$ cat src/rtl/pipeline_hazard_ctrl_pkg.sv
`default_nettype none
// ============================================================================
//  Module      : pipeline_hazard_ctrl_pkg
//  Description : Shared types and constants for the pipeline hazard controller
//  Revision    : 1.0 - initial release
// ============================================================================
package pipeline_hazard_ctrl_pkg;

    // Architectural register index width (16 GPRs)
    localparam int unsigned c_REG_W     = 4;
    // Default performance counter width
    localparam int unsigned c_CNT_W_DEF = 16;

    // Memory-wait FSM encoding
    typedef enum logic [0:0] {
        ST_RUN      = 1'b0,
        ST_MEM_WAIT = 1'b1
    } hz_state_t;

endpackage : pipeline_hazard_ctrl_pkg
`default_nettype wire

$ cat src/rtl/pipeline_hazard_ctrl_if.sv
`default_nettype none
// ============================================================================
//  Module      : pipeline_hazard_ctrl_if
//  Description : Pipeline-side bundle of hazard inputs and freeze/flush outputs
//  Revision    : 1.0 - initial release
// ============================================================================
interface pipeline_hazard_ctrl_if
    import pipeline_hazard_ctrl_pkg::*;
#(
    parameter int unsigned CNT_W = c_CNT_W_DEF
);
    // Pipeline status towards the controller
    logic               forward_en;
    logic [c_REG_W-1:0] id_src1;
    logic [c_REG_W-1:0] id_src2;
    logic               id_two_src;
    logic               id_src1_valid;
    logic [c_REG_W-1:0] exe_dest;
    logic               exe_wb_en;
    logic               exe_mem_r_en;
    logic [c_REG_W-1:0] mem_dest;
    logic               mem_wb_en;
    logic               mem_req;
    logic               sram_ready;
    logic               branch_taken;

    // Controls back to the pipeline registers
    logic               pc_freeze;
    logic               if_id_freeze;
    logic               if_id_flush;
    logic               id_ex_freeze;
    logic               id_ex_flush;
    logic               ex_mem_freeze;
    logic               mem_wb_freeze;
    logic               mem_timeout;
    logic [CNT_W-1:0]   stall_cnt;
    logic [CNT_W-1:0]   flush_cnt;

    // Pipeline side
    modport master (
        output forward_en, id_src1, id_src2, id_two_src, id_src1_valid,
               exe_dest, exe_wb_en, exe_mem_r_en, mem_dest, mem_wb_en,
               mem_req, sram_ready, branch_taken,
        input  pc_freeze, if_id_freeze, if_id_flush, id_ex_freeze, id_ex_flush,
               ex_mem_freeze, mem_wb_freeze, mem_timeout, stall_cnt, flush_cnt
    );

    // Hazard controller side
    modport slave (
        input  forward_en, id_src1, id_src2, id_two_src, id_src1_valid,
               exe_dest, exe_wb_en, exe_mem_r_en, mem_dest, mem_wb_en,
               mem_req, sram_ready, branch_taken,
        output pc_freeze, if_id_freeze, if_id_flush, id_ex_freeze, id_ex_flush,
               ex_mem_freeze, mem_wb_freeze, mem_timeout, stall_cnt, flush_cnt
    );

endinterface : pipeline_hazard_ctrl_if
`default_nettype wire

$ cat src/rtl/pipeline_hazard_ctrl_hazard_detect.sv
`default_nettype none
// ============================================================================
//  Module      : pipeline_hazard_ctrl_hazard_detect
//  Description : Combinational RAW compare of ID sources against EXE/MEM dests
//  Revision    : 1.0 - initial release
// ============================================================================
module pipeline_hazard_ctrl_hazard_detect
    import pipeline_hazard_ctrl_pkg::*;
(
    input  wire logic               forward_en_i,
    input  wire logic [c_REG_W-1:0] id_src1_i,
    input  wire logic [c_REG_W-1:0] id_src2_i,
    input  wire logic               id_two_src_i,
    input  wire logic               id_src1_valid_i,
    input  wire logic [c_REG_W-1:0] exe_dest_i,
    input  wire logic               exe_wb_en_i,
    input  wire logic               exe_mem_r_en_i,
    input  wire logic [c_REG_W-1:0] mem_dest_i,
    input  wire logic               mem_wb_en_i,
    output logic                    hazard_o
);

    logic w_match_exe;
    logic w_match_mem;

    // Source/destination matches, only for operands the ID instruction really reads
    always_comb begin
        w_match_exe = (id_src1_valid_i && (id_src1_i == exe_dest_i)) ||
                      (id_two_src_i    && (id_src2_i == exe_dest_i));
        w_match_mem = (id_src1_valid_i && (id_src1_i == mem_dest_i)) ||
                      (id_two_src_i    && (id_src2_i == mem_dest_i));
    end

    // With forwarding only a load in EXE cannot be bypassed in time
    always_comb begin
        if (forward_en_i) begin
            hazard_o = exe_mem_r_en_i && exe_wb_en_i && w_match_exe;
        end else begin
            hazard_o = (exe_wb_en_i && w_match_exe) || (mem_wb_en_i && w_match_mem);
        end
    end

endmodule : pipeline_hazard_ctrl_hazard_detect
`default_nettype wire

$ cat src/rtl/pipeline_hazard_ctrl.sv
`default_nettype none
// ============================================================================
//  Module      : pipeline_hazard_ctrl
//  Description : Freeze/flush generation, SRAM wait FSM with timeout and
//                saturating stall/flush performance counters
//  Revision    : 1.0 - initial release
// ============================================================================
module pipeline_hazard_ctrl
    import pipeline_hazard_ctrl_pkg::*;
#(
    parameter int unsigned MEM_TIMEOUT = 15,
    parameter int unsigned CNT_W       = c_CNT_W_DEF
)(
    input  wire logic              clk,
    input  wire logic              rst,
    pipeline_hazard_ctrl_if.slave  bus
);

    localparam int unsigned c_WAIT_W = $clog2(MEM_TIMEOUT + 1);
    localparam logic [c_WAIT_W-1:0] c_WAIT_MAX = c_WAIT_W'(MEM_TIMEOUT);

    hz_state_t           state_q, state_d;
    logic [c_WAIT_W-1:0] wait_cnt_q, wait_cnt_d;
    logic                mem_timeout_q, mem_timeout_d;
    logic [CNT_W-1:0]    stall_cnt_q;
    logic [CNT_W-1:0]    flush_cnt_q;

    logic w_hazard;
    logic w_mem_stall;
    logic w_pc_freeze;
    logic w_if_id_freeze;
    logic w_if_id_flush;
    logic w_id_ex_freeze;
    logic w_id_ex_flush;
    logic w_ex_mem_freeze;
    logic w_mem_wb_freeze;

    pipeline_hazard_ctrl_hazard_detect u_hazard_detect (
        .forward_en_i    (bus.forward_en),
        .id_src1_i       (bus.id_src1),
        .id_src2_i       (bus.id_src2),
        .id_two_src_i    (bus.id_two_src),
        .id_src1_valid_i (bus.id_src1_valid),
        .exe_dest_i      (bus.exe_dest),
        .exe_wb_en_i     (bus.exe_wb_en),
        .exe_mem_r_en_i  (bus.exe_mem_r_en),
        .mem_dest_i      (bus.mem_dest),
        .mem_wb_en_i     (bus.mem_wb_en),
        .hazard_o        (w_hazard)
    );

    // FSM, wait counter and sticky timeout state
    always_ff @(posedge clk or posedge rst) begin
        if (rst) begin
            state_q       <= ST_RUN;
            wait_cnt_q    <= '0;
            mem_timeout_q <= 1'b0;
        end else begin
            state_q       <= state_d;
            wait_cnt_q    <= wait_cnt_d;
            mem_timeout_q <= mem_timeout_d;
        end
    end

    // Next state and memory stall; the timeout cycle itself is released
    always_comb begin
        state_d       = state_q;
        wait_cnt_d    = wait_cnt_q;
        mem_timeout_d = mem_timeout_q;
        w_mem_stall   = 1'b0;
        unique case (state_q)
            ST_RUN: begin
                wait_cnt_d = '0;
                if (bus.mem_req && !bus.sram_ready) begin
                    state_d     = ST_MEM_WAIT;
                    wait_cnt_d  = c_WAIT_W'(1);
                    w_mem_stall = 1'b1;
                end
            end
            ST_MEM_WAIT: begin
                if (bus.sram_ready) begin
                    state_d    = ST_RUN;
                    wait_cnt_d = '0;
                end else if (wait_cnt_q == c_WAIT_MAX) begin
                    state_d       = ST_RUN;
                    wait_cnt_d    = '0;
                    mem_timeout_d = 1'b1;
                end else begin
                    wait_cnt_d  = wait_cnt_q + c_WAIT_W'(1);
                    w_mem_stall = 1'b1;
                end
            end
            default: begin
                state_d    = ST_RUN;
                wait_cnt_d = '0;
            end
        endcase
    end

    // Priority mux: memory stall, then branch flush, then data-hazard bubble
    always_comb begin
        w_pc_freeze     = 1'b0;
        w_if_id_freeze  = 1'b0;
        w_if_id_flush   = 1'b0;
        w_id_ex_freeze  = 1'b0;
        w_id_ex_flush   = 1'b0;
        w_ex_mem_freeze = 1'b0;
        w_mem_wb_freeze = 1'b0;
        if (rst) begin
            // all controls held low while in reset
        end else if (w_mem_stall) begin
            w_pc_freeze     = 1'b1;
            w_if_id_freeze  = 1'b1;
            w_id_ex_freeze  = 1'b1;
            w_ex_mem_freeze = 1'b1;
            w_mem_wb_freeze = 1'b1;
        end else if (bus.branch_taken) begin
            w_if_id_flush = 1'b1;
            w_id_ex_flush = 1'b1;
        end else if (w_hazard) begin
            w_pc_freeze    = 1'b1;
            w_if_id_freeze = 1'b1;
            w_id_ex_flush  = 1'b1;
        end
    end

    // Saturating performance counters
    always_ff @(posedge clk or posedge rst) begin
        if (rst) begin
            stall_cnt_q <= '0;
            flush_cnt_q <= '0;
        end else begin
            if (w_pc_freeze && (stall_cnt_q != '1)) begin
                stall_cnt_q <= stall_cnt_q + CNT_W'(1);
            end
            if (w_if_id_flush && (flush_cnt_q != '1)) begin
                flush_cnt_q <= flush_cnt_q + CNT_W'(1);
            end
        end
    end

    assign bus.pc_freeze     = w_pc_freeze;
    assign bus.if_id_freeze  = w_if_id_freeze;
    assign bus.if_id_flush   = w_if_id_flush;
    assign bus.id_ex_freeze  = w_id_ex_freeze;
    assign bus.id_ex_flush   = w_id_ex_flush;
    assign bus.ex_mem_freeze = w_ex_mem_freeze;
    assign bus.mem_wb_freeze = w_mem_wb_freeze;
    assign bus.mem_timeout   = mem_timeout_q;
    assign bus.stall_cnt     = stall_cnt_q;
    assign bus.flush_cnt     = flush_cnt_q;

endmodule : pipeline_hazard_ctrl
`default_nettype wire

$ cat src/flat_wrapper.sv
// flat-port wrapper written by rule: the top's interface ports become plain ports
module pipeline_hazard_ctrl_flat import pipeline_hazard_ctrl_pkg::*;
#(
    parameter int unsigned MEM_TIMEOUT = 15,
    parameter int unsigned CNT_W       = c_CNT_W_DEF
)
  (clk, rst, bus_forward_en, bus_id_src1, bus_id_src2, bus_id_two_src, bus_id_src1_valid, bus_exe_dest, bus_exe_wb_en, bus_exe_mem_r_en, bus_mem_dest, bus_mem_wb_en, bus_mem_req, bus_sram_ready, bus_branch_taken, bus_pc_freeze, bus_if_id_freeze, bus_if_id_flush, bus_id_ex_freeze, bus_id_ex_flush, bus_ex_mem_freeze, bus_mem_wb_freeze, bus_mem_timeout, bus_stall_cnt, bus_flush_cnt);
  pipeline_hazard_ctrl_if #(.CNT_W(CNT_W)) bus_i ();
  input  wire logic clk;
  input  wire logic rst;
  input wire logic [$bits(bus_i.forward_en)-1:0] bus_forward_en;
  input wire logic [$bits(bus_i.id_src1)-1:0] bus_id_src1;
  input wire logic [$bits(bus_i.id_src2)-1:0] bus_id_src2;
  input wire logic [$bits(bus_i.id_two_src)-1:0] bus_id_two_src;
  input wire logic [$bits(bus_i.id_src1_valid)-1:0] bus_id_src1_valid;
  input wire logic [$bits(bus_i.exe_dest)-1:0] bus_exe_dest;
  input wire logic [$bits(bus_i.exe_wb_en)-1:0] bus_exe_wb_en;
  input wire logic [$bits(bus_i.exe_mem_r_en)-1:0] bus_exe_mem_r_en;
  input wire logic [$bits(bus_i.mem_dest)-1:0] bus_mem_dest;
  input wire logic [$bits(bus_i.mem_wb_en)-1:0] bus_mem_wb_en;
  input wire logic [$bits(bus_i.mem_req)-1:0] bus_mem_req;
  input wire logic [$bits(bus_i.sram_ready)-1:0] bus_sram_ready;
  input wire logic [$bits(bus_i.branch_taken)-1:0] bus_branch_taken;
  output wire logic [$bits(bus_i.pc_freeze)-1:0] bus_pc_freeze;
  output wire logic [$bits(bus_i.if_id_freeze)-1:0] bus_if_id_freeze;
  output wire logic [$bits(bus_i.if_id_flush)-1:0] bus_if_id_flush;
  output wire logic [$bits(bus_i.id_ex_freeze)-1:0] bus_id_ex_freeze;
  output wire logic [$bits(bus_i.id_ex_flush)-1:0] bus_id_ex_flush;
  output wire logic [$bits(bus_i.ex_mem_freeze)-1:0] bus_ex_mem_freeze;
  output wire logic [$bits(bus_i.mem_wb_freeze)-1:0] bus_mem_wb_freeze;
  output wire logic [$bits(bus_i.mem_timeout)-1:0] bus_mem_timeout;
  output wire logic [$bits(bus_i.stall_cnt)-1:0] bus_stall_cnt;
  output wire logic [$bits(bus_i.flush_cnt)-1:0] bus_flush_cnt;
  assign bus_i.forward_en = bus_forward_en;
  assign bus_i.id_src1 = bus_id_src1;
  assign bus_i.id_src2 = bus_id_src2;
  assign bus_i.id_two_src = bus_id_two_src;
  assign bus_i.id_src1_valid = bus_id_src1_valid;
  assign bus_i.exe_dest = bus_exe_dest;
  assign bus_i.exe_wb_en = bus_exe_wb_en;
  assign bus_i.exe_mem_r_en = bus_exe_mem_r_en;
  assign bus_i.mem_dest = bus_mem_dest;
  assign bus_i.mem_wb_en = bus_mem_wb_en;
  assign bus_i.mem_req = bus_mem_req;
  assign bus_i.sram_ready = bus_sram_ready;
  assign bus_i.branch_taken = bus_branch_taken;
  assign bus_pc_freeze = bus_i.pc_freeze;
  assign bus_if_id_freeze = bus_i.if_id_freeze;
  assign bus_if_id_flush = bus_i.if_id_flush;
  assign bus_id_ex_freeze = bus_i.id_ex_freeze;
  assign bus_id_ex_flush = bus_i.id_ex_flush;
  assign bus_ex_mem_freeze = bus_i.ex_mem_freeze;
  assign bus_mem_wb_freeze = bus_i.mem_wb_freeze;
  assign bus_mem_timeout = bus_i.mem_timeout;
  assign bus_stall_cnt = bus_i.stall_cnt;
  assign bus_flush_cnt = bus_i.flush_cnt;
  pipeline_hazard_ctrl #(.MEM_TIMEOUT(MEM_TIMEOUT), .CNT_W(CNT_W)) u_core (.clk(clk), .rst(rst), .bus(bus_i));
endmodule
$ cat config.mk
export PLATFORM = sky130hd
export DESIGN_NAME = pipeline_hazard_ctrl_flat
export DESIGN_NICKNAME = d
export VERILOG_FILES = /design/src/rtl/pipeline_hazard_ctrl_pkg.sv /design/src/rtl/pipeline_hazard_ctrl_if.sv /design/src/rtl/pipeline_hazard_ctrl_hazard_detect.sv /design/src/rtl/pipeline_hazard_ctrl.sv /design/src/flat_wrapper.sv
export SDC_FILE = /design/constraint.sdc
export NUM_CORES = 1
export LEC_CHECK = 0
export BUFFER_PORTS_ARGS = -buffer_cell sky130_fd_sc_hd__buf_2
export CORE_MARGIN = 2
export CORE_UTILIZATION = 25
export CTS_CLUSTER_SIZE = 28
export DETAILED_ROUTE_END_ITERATION = 8
export GPL_TIMING_DRIVEN = 0
export PLACE_DENSITY = 0.53
export SETUP_SLACK_MARGIN = 0.4
export SLEW_MARGIN = 0
export SYNTH_ARGS = -nofsm -noshare
export SYNTH_HDL_FRONTEND = slang
export SYNTH_SLANG_ARGS = --single-unit
$ cat constraint.sdc
create_clock -name clk -period 2.6 [get_ports clk]
set_input_delay 0.39 -clock clk [delete_from_list [all_inputs] [get_ports clk]]
set_output_delay 0.39 -clock clk [all_outputs]
set_load 0.02 [all_outputs]
==> Yosys cells after proc, flatten, opt, wreduce, memory -nomap -nowiden <==
Cells that the tools add are included.
Widths: inputs -> output; s select.
{ "totals": {"regBits": 38, "inputBits": 27, "output_inout_bits": 40, "word_cells": 54} }
{ "classes": {"n_addsub": 3, "n_eq_ne": 7, "muxes": 21, "bitwise_logic": 2, "n_reduce_logical": 16} }
{ "op_table": {"columns": ["op", "count"], "rows": [
  ["$add 16x1->16 const B", 2],
  ["$ne 16x16->1 const B", 2],
  ["$mux 1", 17],
  ["$eq 4x4->1", 4],
  ["$logic_and 1x1->1", 11],
  ["$mux 4", 2],
  ["$pmux 4 s2", 1],
  ["$add 4x1->4 const B", 1],
  ["$eq 4x4->1 const B", 1],
  ["$logic_or 1x1->1", 3],
  ["$reduce_and 3->1", 1],
  ["$not 1->1", 2],
  ["$pmux 1 s2", 1],
  ["$logic_not 1->1", 1]
]} }

==> Longest topological paths before layout <==
{ "depth": {"word_depth": 11, "ltp_mapped": 9, "depth_no_buf": 8} }

==> Hierarchy <==
A second synthesis with hierarchy kept.
{ "unflattened": {"hier_cells": 200, "area_unflattened_um2": 2069.5} }
{ "by_module_without_submodules": {"columns": ["mod", "n_inst", "cells_each", "area_each_um2", "seq_area_each_um2"], "rows": [
  ["pipeline_hazard_ctrl", 1, 173, 1854.3, 950.9],
  ["pipeline_hazard_ctrl_hazard_detect", 1, 27, 215.2, 0.0]
]} }

==> Worst setup path after synthesis <==
OpenSTA, ideal clock, no wires.
{ "synth_path": {"path_kind": "input port to output port", "start": "in rst", "end": "out bus_id_ex_freeze", "arrival_ns": 2.037, "path_slack_ns": 0.173, "cell_stages": 5, "cell_sequence": "inv_1 -> nand2_1 -> inv_1 -> buf_2 -> buf_4"} }
{ "synth_between": {"elab_chain_cells": 1} }
{ "synth_rtl": {"columns": ["item", "line", "rtl"], "rows": [
  ["start: declaration", "flat_wrapper.sv:10", "input wire logic rst;"],
  ["$mux 1", null, null],
  ["end: declaration", "flat_wrapper.sv:27", "output wire logic [$bits(bus_i.id_ex_freeze)-1:0] bus_id_ex_freeze;"]
]} }
Every way passes these cells.

==> Worst setup path after layout <==
{ "layout_path": {"start": "reg u_core.wait_cnt_q[0]", "end": "out bus_if_id_flush"} }
{ "layout_between": {"elab_chain_cells": 6} }
{ "layout_rtl": {"columns": ["item", "line", "rtl"], "rows": [
  ["start: declaration", "pipeline_hazard_ctrl.sv:23", "logic [c_WAIT_W-1:0] wait_cnt_q, wait_cnt_d;"],
  ["start signal: assignment", "pipeline_hazard_ctrl.sv:60", "wait_cnt_q <= wait_cnt_d;"],
  ["$eq 4x4->1", "pipeline_hazard_ctrl.sv:84", "end else if (wait_cnt_q == c_WAIT_MAX) begin"],
  ["$mux 1 (2 in series)", null, null],
  ["$pmux 1 s2", null, null],
  ["net u_core.state_d", "pipeline_hazard_ctrl.sv:22", "hz_state_t state_q, state_d;"],
  ["$mux 1", "pipeline_hazard_ctrl.sv:111", "end else if (w_mem_stall) begin"],
  ["$mux 1", "pipeline_hazard_ctrl.sv:109", "if (rst) begin"],
  ["end: declaration", "flat_wrapper.sv:26", "output wire logic [$bits(bus_i.if_id_flush)-1:0] bus_if_id_flush;"]
]} }
The timed path passes the listed nets, and every way through them passes these cells.

==> implementation parameters <==
Parameter                              Value

Timing
  Final max-slew violation count ... 0
  Final Hold Vio Count ... 0
  Max Clock Freq ... 0.456 GHz
  Tcrit/Tclk final ... 0.843
  Time the worst path needs with I/O delays and setup ... approximately 2.2 ns
  Sum of negative setup slack ... 0 ns
  Slew margin rel. ... 0.359
  Setup repair after global routing missed its margin ... true
  Final setup skew ... 0.0122 ns
  Final setup viols ... 0
  Slew at the pin closest to its max-slew limit ... between 0.9 and 1 ns

Layout
  Net count of the finished layout ... 330
  Final antenna diode count ... 0
  Area overhead of the layout relative to synthesis ... 39.4%
  Number of fillers in the final layout ... 839
  Final design instance area without fill ... 0.00295 sq mm
  Proportion of layout cells with a drive suffix above 1 ... 0.405

Pwr
  Combinational share of power ... 0.294
  Flop pwr share ... 0.456
  Cell internal pwr ... 1.09 mW
  Static leakage ... 1.33 nW
  Clock Power Share ... 0.249
  Reported net switching power ... about 0.63 mW
  Power per standard cell area ... 582 mW/mm^2
  Switching share of power ... 0.365
  Power consumption ... 1.72 mW
  Worst VDD drop ... 200 uV

Place
  Cell area after placement ... 0.00259 sq mm
  Port-buffer cells ... 66
  RD Place Congestion ... 0.741
  Detailed-placement wirelength estimate ... 3540 um

Setup path
  FF-to-FF path depth ... 9
  Critical path launch point type ... flip-flop
  R2r endpoint ... u_core.bus.flush_cnt[6]
  Delay of the slowest cell on the worst path ... between 0.4 and 0.5 ns
  Cell family with most CP delay ... simple AND/OR/NAND/NOR gates
  Library cell contributing the largest single delay on the critical path ... sky130_fd_sc_hd__dfrtp_1
  Buffers plus inverters on the worst setup path ... 2
  Type of element capturing the critical path ... output port
  Critical path arrival ... 1.80 ns
  CP Data Required Time ... 2.21 ns
  R2R setup slack ... between 0.4 and 0.5 ns
  Worst path cell trace ... ha_4, nand3_4, a21boi_4, nor2_4, or3_4, inv_2, buf_6
  Highest net fanout along the worst path ... 3
  Start of the worst register-to-register path ... u_core.wait_cnt_q[0]
  Type of the worst setup path ... flip-flop to output port

Clock tree
  Clock slew at the register clock pins of the worst setup and hold paths ... about 0.080 ns
  Worst skew pair latency ... 0.29 ns
  Clock Root Buffer ... sky130_fd_sc_hd__clkbuf_8
  Total clock buffers created by CTS ... 5
  Clock buffer depth ... 2
  Clock sink count ... 38
  CTS H-Tree Depth ... 2
  TritonCTS clock tree ... yes

Synth
  Total of flip-flops plus latches after synthesis ... 38
  Synthesis warning total ... 0
  Number of synthesized flops with an enable pin ... 0
  Synthesized netlist net count ... between 200 and 250
  Xor and xnor fraction of the mapped netlist area ... 0.170
  Fraction of synthesized area in multiplexers ... 0.0266
  Share of the synthesized area in the top cell type ... 0.449
  Post-synthesis cell type with the largest combined area ... sky130_fd_sc_hd__dfrtp_1
  Fraction of the mapped netlist area in compound gates ... 0.106
  Post-synthesis average cell area ... 10.4 sq um
  Top flip-flop cell by instance count after synthesis ... sky130_fd_sc_hd__dfrtp_1
  Number of instances in the synthesized netlist ... 204
  Library cells used by synthesis ... 45
  Sequential element share of the synthesized area ... 0.449
  Arithmetic-cell share of the synthesized area counting full adders, half adders and majority gates ... 0.0177
  Asr flop ratio synth ... 1.00
  Simple logic cell fraction of the synthesized area ... 0.202
  Top cells by instance count after synthesis ... 38 x sky130_fd_sc_hd__dfrtp_1, 32 x sky130_fd_sc_hd__xnor2_1, 17 x sky130_fd_sc_hd__nand2_1, 17 x sky130_fd_sc_hd__nand3_1
  Area of the mapped netlist ... 0.00212 sq mm
  Top cells by area in the synthesized netlist ... sky130_fd_sc_hd__dfrtp_1 45%, sky130_fd_sc_hd__xnor2_1 13%, sky130_fd_sc_hd__nand3_1 4.0%
  Most common cell in the netlist ... sky130_fd_sc_hd__dfrtp_1
  Combinational family with the most area after synthesis ... simple AND/OR/NAND/NOR gates

Global routing
  Global router's overall resource usage ... 0.114
  Largest net degree at the start of global routing ... 20
  Antenna violations before repair ... 0
  Global route total overflow ... 0
  Vias in the first global route ... between 1500 and 2000
  Wire length of the first global-routing pass ... 8170 um

Drt
  Average vias per placed instance ... 4.54
  Total vias in the final route ... 1843
  Remaining antenna violation count ... 0
  Number of search-and-repair iterations in the first detailed-routing pass ... 4
  Routed wire length per instance ... 12.6 um
  Remaining routing DRC violations ... 0
  Drt initial violations ... between 60 and 70
  Total wirelength of the detailed-routed design ... between 5000 and 6000 um

Floorplan
  Count of standard-cell rows ... 33
  Die Span Y ... 96.0 um
  DIE AREA ... 0.00922 sq mm
  Core region area ... 0.00822 sq mm
  Starting utilization of the core area ... 0.258
  Number of I/O pins ... 67
  DIE WIDTH ... 96.0 um

Min path
  Worst Hold Class ... primary input to async pin

Status
  Result of the run ... finished, final reports clean

Run
  Max-cap violations ... 0
-- per-stage QoR --
step / hold WS (ns) / instances / utilization / worst slack (ns)
finish: 0.138 / 406 / 0.359 / 0.408
global route: 0.141 / 406 / 0.359 / 0.335
CTS: 0.124 / 405 / 0.351 / 0.395
detailed placement: 0.458 / 375 / 0.315 / -0.217
global placement: 0.463 / 375 / 0.315 / -0.197
floorplan: 0.364 / 204 / - / 0.460
-- layout make-up --
| type | count | area (sq um) | area share |
|---|---|---|---|
| repair buffers | 87 | 518 | 0.176 |
| clock buffers | 6 | 82.6 | 0.0280 |
| repair inverters | 2 | 10.0 | 0.00339 |
| multi-input cells | 154 | 1170 | 0.397 |
| flip-flops and latches | 38 | 951 | 0.322 |
| well taps | 105 | 131 | 0.0445 |
| clock inverters | 2 | 12.5 | 0.00424 |
| plain buffers | 5 | 41.3 | 0.0140 |
| inverters | 7 | 32.5 | 0.0110 |
-- logic make-up after synthesis --
kind of cell / after synthesis
AO/OA/AOI/OAI: 29
flip-flops: 38
XOR/XNOR: 41
multiplexers: 5
adder cells (fa/ha/maj): 3
AND/OR/NAND/NOR: 76
buffers and inverters: 12
-- cell usage in the layout, fill, tap and decap left out, types with 7 or more instances in the layout --
cell type and instances:
sky130_fd_sc_hd__nand3_1 17, sky130_fd_sc_hd__xor2_1 9, sky130_fd_sc_hd__buf_2 63, sky130_fd_sc_hd__dfrtp_1 38, sky130_fd_sc_hd__nand2_1 16, sky130_fd_sc_hd__buf_4 22, sky130_fd_sc_hd__xnor2_1 32, sky130_fd_sc_hd__buf_6 7
sky130_fd_sc_hd__nor2_1 9
-- power by group through the flow --
stage                     sequential, mW  combinational [mW]  clock, mW
after floorplan                    0.876               0.216          0
after global placement             0.792               0.477          0
after detailed placement           0.791               0.483          0
after CTS                          0.783               0.504      0.454
after global routing               0.805               0.554      0.472
final                              0.783               0.506      0.429
-- per-layer routing --
| layer | track usage | wire, um | up-vias |
|---|---|---|---|
| met1 | 0.148 | 2290 | 888 |
| met5 | 0 | 0 | - |
| met3 | 0.0274 | 235 | 6 |
| li1 | - | - | 907 |
| met4 | 0.0357 | 75 | 0 |
| met2 | 0.186 | 2500 | 42 |
-- worst reg2reg max path, delay by kind of cell, from the launching register on --
kind                       cells  cell delay (ns)
and+or+nand+nor                5             0.97
DFF                            1             0.41
AOI/OAI and AO/OA              1             0.18
adders and majority gates      1             0.17
buffers and inverters          1             0.16
xor gates and xnor gates       1             0.14
-- flip-flops by register name, summed over array words and instances, names as in the netlist --
signal and count:
u_core.wait_cnt_q 4, u_core.state_q 1, u_core.bus.stall_cnt 16, u_core.bus.flush_cnt 16
u_core.bus.mem_timeout 1
-- how the worst max path moves through the flow --
| stage | from | end | slack [ns] | cells past startpoint |
|---|---|---|---|---|
| after global placement | rst | bus_pc_freeze | -0.20 | 7 |
| final | u_core.wait_cnt_q[0] | bus_if_id_flush | 0.41 | 7 |
| after floorplan | rst | bus_pc_freeze | 0.46 | 5 |
| after CTS | u_core.wait_cnt_q[1] | bus_pc_freeze | 0.40 | 9 |
| after global routing | u_core.wait_cnt_q[0] | bus_pc_freeze | 0.34 | 9 |
| after detailed placement | rst | bus_pc_freeze | -0.22 | 7 |
-- what timing repair did --
action,4_1_cts,5_1_grt
pin swaps,6,7
gates cloned,2,0
endpoints found under the setup margin,17,20
buffers inserted,20,1
hold buffers,0,0
gates resized for setup,12,11
Note: power is estimated with default switching activity, not from simulation.
